File: config.mk
export PLATFORM = sky130hd
export DESIGN_NAME = clk_div_prog
export DESIGN_NICKNAME = d
export VERILOG_FILES = /design/src/rtl/clk_div_pkg.sv /design/src/rtl/clk_div_core.sv /design/src/rtl/clk_div_prog.sv
export SDC_FILE = /design/constraint.sdc
export NUM_CORES = 1
export LEC_CHECK = 0
export BUFFER_PORTS_ARGS = -buffer_cell sky130_fd_sc_hd__buf_2
export CAP_MARGIN = 15
export CORE_MARGIN = 4
export CORE_UTILIZATION = 60
export CTS_CLUSTER_DIAMETER = 30
export DETAILED_ROUTE_END_ITERATION = 10
export MAX_ROUTING_LAYER = met4
export PLACE_DENSITY = 0.91
export SLEW_MARGIN = 30
export SYNTH_ARGS = -nofsm -noshare
export SYNTH_HDL_FRONTEND = slang
export SYNTH_SLANG_ARGS = --single-unit
File: constraint.sdc
create_clock -name i_clk -period 6.72 [get_ports i_clk]
set_input_delay 0.672 -clock i_clk [delete_from_list [all_inputs] [get_ports i_clk]]
set_output_delay 0.672 -clock i_clk [all_outputs]
set_load 0.01 [all_outputs]
File: src/rtl/clk_div_pkg.sv
// clk_div_pkg: shared constants, config-pair type and helpers for the
// programmable clock divider (clk_div_prog / clk_div_core).

package clk_div_pkg;

    // Field width of the divisor / high-phase pair carried in clk_div_cfg_t.
    // The divider's CNT_W parameter defaults to this value and must match it.
    localparam int CLK_DIV_CNT_W = 16;

    // Smallest divisor that still produces a high and a low phase.
    localparam int DIV_MIN = 2;

    // Divisor D and high-phase length H, always handled as a pair.
    typedef struct packed {
        logic [CLK_DIV_CNT_W-1:0] div;
        logic [CLK_DIV_CNT_W-1:0] hi;
    } clk_div_cfg_t;

    // ceil(D/2): 50% duty for even D, one extra high cycle for odd D.
    // Cannot overflow: the result is at most half the field range plus one.
    function automatic logic [CLK_DIV_CNT_W-1:0] default_hi(
        input logic [CLK_DIV_CNT_W-1:0] d
    );
        return (d >> 1) + {{(CLK_DIV_CNT_W-1){1'b0}}, d[0]};
    endfunction

    // Load validity: D >= DIV_MIN, and when chk_hi is set also 1 <= H <= D-1.
    function automatic logic cfg_ok(
        input clk_div_cfg_t c,
        input logic         chk_hi
    );
        logic ok;
        ok = (c.div >= CLK_DIV_CNT_W'(DIV_MIN));
        if (chk_hi) begin
            ok = ok && (c.hi != {CLK_DIV_CNT_W{1'b0}}) && (c.hi < c.div);
        end else begin
            ok = ok;
        end
        return ok;
    endfunction

endpackage

File: src/rtl/clk_div_core.sv
// clk_div_core: period counter and output generation for clk_div_prog.
// Given the active divisor and the high-phase length that will be active
// after the current edge, it runs the counter and produces registered
// clk_out / tick. It also reports when the current edge is a period wrap so
// the top level can swap in a pending configuration exactly there.

module clk_div_core
    import clk_div_pkg::*;
#(
    parameter int CNT_W = CLK_DIV_CNT_W
) (
    input  logic             i_clk,
    input  logic             i_rst,
    input  logic             i_en,
    input  logic [CNT_W-1:0] i_div,      // divisor of the period in progress
    input  logic [CNT_W-1:0] i_hi_nxt,   // high length in force after this edge
    output logic             o_running,
    output logic             o_wrap,     // this edge ends the current period
    output logic             o_clk_out,
    output logic             o_tick
);

    logic             r_running;
    logic [CNT_W-1:0] r_cnt;
    logic             r_clk_out;
    logic             r_tick;

    logic             w_wrap;
    logic [CNT_W-1:0] w_cnt_nxt;

    // Detect the last cycle of the period; >= keeps the counter bounded even
    // if it were ever found beyond D-1.
    always_comb begin
        w_wrap = r_running && (r_cnt >= (i_div - {{(CNT_W-1){1'b0}}, 1'b1}));
    end

    // Next counter value while running: increment, wrapping D-1 -> 0.
    always_comb begin
        if (w_wrap) begin
            w_cnt_nxt = {CNT_W{1'b0}};
        end else begin
            w_cnt_nxt = r_cnt + {{(CNT_W-1){1'b0}}, 1'b1};
        end
    end

    // Run/stop control, counter, and registered outputs derived from the
    // counter value that will hold after this edge.
    always_ff @(posedge i_clk) begin
        if (i_rst) begin
            r_running <= 1'b0;
            r_cnt     <= {CNT_W{1'b0}};
            r_clk_out <= 1'b0;
            r_tick    <= 1'b0;
        end else if (!i_en) begin
            // Stop truncates the period at once and parks the output low.
            r_running <= 1'b0;
            r_cnt     <= {CNT_W{1'b0}};
            r_clk_out <= 1'b0;
            r_tick    <= 1'b0;
        end else if (!r_running) begin
            // First edge with en high starts a fresh period, high phase first.
            r_running <= 1'b1;
            r_cnt     <= {CNT_W{1'b0}};
            r_clk_out <= 1'b1;
            r_tick    <= 1'b1;
        end else begin
            r_running <= 1'b1;
            r_cnt     <= w_cnt_nxt;
            r_clk_out <= (w_cnt_nxt < i_hi_nxt);
            r_tick    <= (w_cnt_nxt == {CNT_W{1'b0}});
        end
    end

    assign o_running = r_running;
    assign o_wrap    = w_wrap;
    assign o_clk_out = r_clk_out;
    assign o_tick    = r_tick;

endmodule

File: src/rtl/clk_div_prog.sv
// clk_div_prog: runtime-programmable integer clock divider.
// Produces a registered divided clock and a one-cycle tick at the start of
// each period for any divisor 2..2^CNT_W-1. A new divisor (and, with
// CLK_DIV_DUTY_EN defined, a new high-phase length) is loaded through a
// valid/ready handshake; while running it waits in a pending register and
// takes effect only at a period boundary so no runt or stretched pulse
// appears. Optional feature macro: CLK_DIV_DUTY_EN (programmable duty).

module clk_div_prog
    import clk_div_pkg::*;
#(
    parameter int          CNT_W    = CLK_DIV_CNT_W,
    parameter int unsigned DIV_INIT = 32'd4
) (
    input  logic             i_clk,
    input  logic             i_rst,
    input  logic             i_en,
    input  logic [CNT_W-1:0] i_div_in,
    input  logic [CNT_W-1:0] i_hi_in,
    input  logic             i_div_wr,
    output logic             o_div_rdy,
    output logic             o_div_err,
    output logic [CNT_W-1:0] o_cur_div,
    output logic             o_clk_out,
    output logic             o_tick
);

    localparam clk_div_cfg_t CFG_RST = '{
        div: CNT_W'(DIV_INIT),
        hi:  default_hi(CNT_W'(DIV_INIT))
    };
    localparam clk_div_cfg_t CFG_ZERO = '{
        div: {CNT_W{1'b0}},
        hi:  {CNT_W{1'b0}}
    };

    clk_div_cfg_t r_act_cfg;      // configuration in force
    clk_div_cfg_t r_pend_cfg;     // accepted while running, not yet applied
    logic         r_pend_vld;
    logic         r_div_rdy;
    logic         r_div_err;

    clk_div_cfg_t w_req_cfg;
    logic         w_req_ok;
    logic         w_accept;
    clk_div_cfg_t w_nxt_cfg;
    clk_div_cfg_t w_nxt_pend_cfg;
    logic         w_nxt_pend_vld;
    logic         w_running;
    logic         w_wrap;

`ifdef CLK_DIV_DUTY_EN
    // Requested pair taken as given; H must lie in 1..D-1.
    always_comb begin
        w_req_cfg = '{div: i_div_in, hi: i_hi_in};
        w_req_ok  = cfg_ok(w_req_cfg, 1'b1);
    end
`else
    logic [CNT_W-1:0] w_unused_hi;

    // Fixed duty: H derived from D, so hi_in plays no part.
    always_comb begin
        w_req_cfg = '{div: i_div_in, hi: default_hi(i_div_in)};
        w_req_ok  = cfg_ok(w_req_cfg, 1'b0);
    end

    assign w_unused_hi = i_hi_in;
`endif

    assign w_accept = i_div_wr && r_div_rdy && w_req_ok;

    // Decide which configuration is in force after this edge and what stays
    // pending: direct load while idle, swap at wrap or stop while running.
    always_comb begin
        w_nxt_cfg      = r_act_cfg;
        w_nxt_pend_cfg = r_pend_cfg;
        w_nxt_pend_vld = r_pend_vld;
        if (!w_running) begin
            if (w_accept) begin
                w_nxt_cfg = w_req_cfg;
            end else begin
                w_nxt_cfg = r_act_cfg;
            end
        end else if (!i_en) begin
            // Stopping ends the period, so any pending load lands now.
            w_nxt_pend_vld = 1'b0;
            if (r_pend_vld) begin
                w_nxt_cfg = r_pend_cfg;
            end else if (w_accept) begin
                w_nxt_cfg = w_req_cfg;
            end else begin
                w_nxt_cfg = r_act_cfg;
            end
        end else if (w_wrap && r_pend_vld) begin
            w_nxt_cfg      = r_pend_cfg;
            w_nxt_pend_vld = 1'b0;
        end else if (w_accept) begin
            w_nxt_pend_cfg = w_req_cfg;
            w_nxt_pend_vld = 1'b1;
        end else begin
            w_nxt_pend_vld = r_pend_vld;
        end
    end

    // Configuration, pending slot and handshake registers.
    always_ff @(posedge i_clk) begin
        if (i_rst) begin
            r_act_cfg  <= CFG_RST;
            r_pend_cfg <= CFG_ZERO;
            r_pend_vld <= 1'b0;
            r_div_rdy  <= 1'b1;
            r_div_err  <= 1'b0;
        end else begin
            r_act_cfg  <= w_nxt_cfg;
            r_pend_cfg <= w_nxt_pend_cfg;
            r_pend_vld <= w_nxt_pend_vld;
            // Ready only while the pending slot is free.
            r_div_rdy  <= !w_nxt_pend_vld;
            r_div_err  <= i_div_wr && !w_req_ok;
        end
    end

    clk_div_core #(
        .CNT_W (CNT_W)
    ) u_core (
        .i_clk     (i_clk),
        .i_rst     (i_rst),
        .i_en      (i_en),
        .i_div     (r_act_cfg.div),
        .i_hi_nxt  (w_nxt_cfg.hi),
        .o_running (w_running),
        .o_wrap    (w_wrap),
        .o_clk_out (o_clk_out),
        .o_tick    (o_tick)
    );

    assign o_div_rdy = r_div_rdy;
    assign o_div_err = r_div_err;
    assign o_cur_div = r_act_cfg.div;

endmodule

==> results.md <==
* Status: finished, final reports clean
* Post-DP HPWL at around 11 mm
* Worst R2R End: u_core.o_clk_out
* Post-CTS Setup Bufs at 0
* Final min period at approximately 5.8 ns
* Longest Clk Path Bufs at 2
* Max rail drop VDD at 0.000145 V
* Drt pass-1 iters at 7
* Clock root buffer: clkbuf_8
* Max_cap viols at 0
* CTS Buf Count at 9
* Hold Crit Class: flip-flop to flip-flop
* Slew @ Worst Pin at 0.907 ns
* Max-slew headroom at 39.4%
* Grt total ovfl at 0
* Unrepaired setup endpoints after global routing: false
* Seq cells post-synth at 86
* # resized after CTS at 0
* Worst reg2reg path depth at 17
* Die ar. at 10,800 um2
* Mapped Nets at 744
* Top_reg_cell synth: dfxtp_1
* GP Congestion at roughly 0.95
* Crit path capture type: flip-flop
* Cell Area, Synth at 5520 um2
* Warnings from Yosys at 0
* Largest net degree at the start of global routing at 70
* Cts hold-fix bufs at 0
* Crit Path Category: flip-flop to flip-flop
* Arr. time, crit path at ~6.1 ns
* All-Layer GR Usage at 29.0%
* Initial Util at 62.4%
* Synth Instances at between 600 and 700
* First-pass GRT wire length at 25.4 mm
* Synth async-reset ratio at 0%
* Vias in the first global route at about 5,100
* RR Startpoint: o_cur_div[2]
* Area Overhead vs Synth at 5.87%
* Clock-pin slew on the worst setup and hold paths at 0.10 ns
* CTS tree: built
* Synth unique cells at 67
* Vias per inst at 6.87
* Via count at 5,399
* Final hold vios at 0
* Final core occ at 66.1%
* Chip height at 104 um
* EDFF count, synth at 0
* Period utilization at 86.5%
* Worst Hold End: o_cur_div[11]
* Setup violators final at 0
* Antenna Cells at 0
* Initial DRC Count at 691
* Commonest non-fill, non-tap cell in the layout: dfxtp_1
* Fin Clk Skew at 0.0104 ns
* CTS H-tree lvls at 3
* CP Max Fanout at 11
* Core area at 8850 um2
* Final Max Slew Viols at 0
* DRC Markers at 0
* Wirelength, routed at about 15 mm
* Sink Count at between 80 and 90
* Final Total Pwr at roughly 0.0013 W
* Skew-Pair Late Insertion Delay at 0.37 ns
* Row cnt at 34
* ANT nets after route at 0
* Syn Area/Cell at 8.22 um2
* Worst reg2reg setup slack at 0.90 ns
* Peak Freq at 172 MHz
* Final setup TNS at 0 ns
* Num ports at 56
* Layout cells sized above 1 at around an eighth
* Critical path launch point type: flip-flop
* Port buffer count at 39
* Critical Path RT at 6.97 ns
* Net count, final at 745
* WL/cell at 19.6 um
* Hold path cells at 2
* Leak at 2.25 nW
* Seq/Total Area, Yosys at 31.2%
* Initial antenna violation count at 0
* Die W at 104 um
* Min-delay src: r_pend_cfg[27]
* Fillers at slightly below 700
* Most frequent cells in the layout: dfxtp_1, nor2_1, a21oi_1
* PD cells at 218 nW/um2
## kinds of logic (layout without fill, tap and decap cells)
| kind of cell | Yosys count | after routing | synth area share (%) |
|---|---|---|---|
| and+or+nand+nor | 228 | 228 | 21.2 |
| xor gates and xnor gates | 42 | 42 | 6.66 |
| muxes | 3 | 3 | 0.544 |
| adders and majority gates | 36 | 36 | 8.16 |
| buffers and inverters | 91 | 97 | 8.16 |
| DFF | 86 | 86 | 31.2 |
| AOI/OAI and AO/OA | 186 | 186 | 24.1 |
## cells in the mapped netlist (all sizes together), types with 4 or more instances
cell type | instances | area share [%]
or4 | 10 | 1.4
inv | 35 | 2.4
nor2 | 75 | 5.1
a2111oi | 18 | 4.7
nand2 | 29 | 2.1
clkbuf | 21 | 1.4
xnor2 | 33 | 5.2
a31oi | 5 | 0.84
ha | 36 | 8.2
a21o | 10 | 1.4
dfxtp | 86 | 31
nand3b | 5 | 0.68
a211oi | 16 | 2.2
nor4 | 10 | 1.2
nand4 | 8 | 0.91
a32oi | 4 | 0.63
o21ai | 30 | 2.7
nand3 | 38 | 3.4
xor2 | 9 | 1.4
a211o | 4 | 0.63
nor3 | 18 | 1.6
and3 | 8 | 0.91
a21oi | 75 | 6.9
buf | 35 | 4.3
and2 | 8 | 0.91
## metal layers
metal | global-route usage (%) | routed length [um] | vias up
li1 | - | - | 2421
met1 | 36.0 | 5930 | 2559
met2 | 47.1 | 7480 | 356
met3 | 5.83 | 1540 | 63
met4 | 9.97 | 472 | 0
met5 | - | 0 | -
## where the power goes
group / leakage [nW] / switching (W) / internal [W]
Combinational: 1.43 / 0.000157 / 0.0000968
Sequential: 0.704 / 0.0000328 / 0.000539
Clock: 0.119 / 0.000199 / 0.000251
Total: 2.25 / 0.000389 / 0.000887
## stage by stage
step	cells	hold slack, ns	setup WS [ns]	cell area [um2]
2_1_floorplan	672	0.432	1.87	5520
3_3_place_gp	769	0.443	1.31	5590
3_5_place_dp	769	0.459	1.17	5590
4_1_cts	785	0.476	1.01	5840
5_1_grt	786	0.495	0.488	5850
6_report	786	0.475	0.904	5850
## sequential cells by signal, summed over array words and instances (netlist names)
register / count
r_act_cfg: 16
o_div_err: 1
o_div_rdy: 1
o_cur_div: 16
u_core.o_clk_out: 1
u_core.r_cnt: 16
u_core.o_tick: 1
u_core.o_running: 1
r_pend_cfg: 32
r_pend_vld: 1
## worst max-delay path, stage by stage (launching register included)
cell	delay, ns
dfxtp_1	0.40
nor4_1	0.37
nand2_1	0.17
or3_1	0.42
nor4_1	0.30
xnor2_1	0.12
ha_1	0.30
nand2_1	0.09
nor4_2	0.33
or4b_4	0.62
a41oi_4	0.46
and2_0	0.74
a21o_1	0.29
ha_1	0.18
nand3_1	0.10
or4_1	0.54
o21ai_0	0.19
o21ai_1	0.08
## layout make-up
cell class	count	area (um2)	share of cell area, %
timing repair buffer	46	251	4.30
clock inverter	6	118	2.01
inverter	35	131	2.25
multi-input combinational	495	3360	57.5
clock buffer	10	128	2.18
tap	108	135	2.31
sequential	86	1720	29.4
## how the worst max path moves through the flow
stage	slack, ns	start	cells past startpoint	endpoint
3_5_place_dp	1.17	o_cur_div[2]	17	u_core.o_clk_out
5_1_grt	0.49	o_cur_div[2]	19	u_core.o_clk_out
2_1_floorplan	1.87	o_cur_div[6]	19	u_core.o_clk_out
3_3_place_gp	1.31	o_cur_div[2]	17	u_core.o_clk_out
6_report	0.90	o_cur_div[2]	17	u_core.o_clk_out
4_1_cts	1.01	o_cur_div[2]	17	u_core.o_clk_out
(Power assumes the default switching activity.)
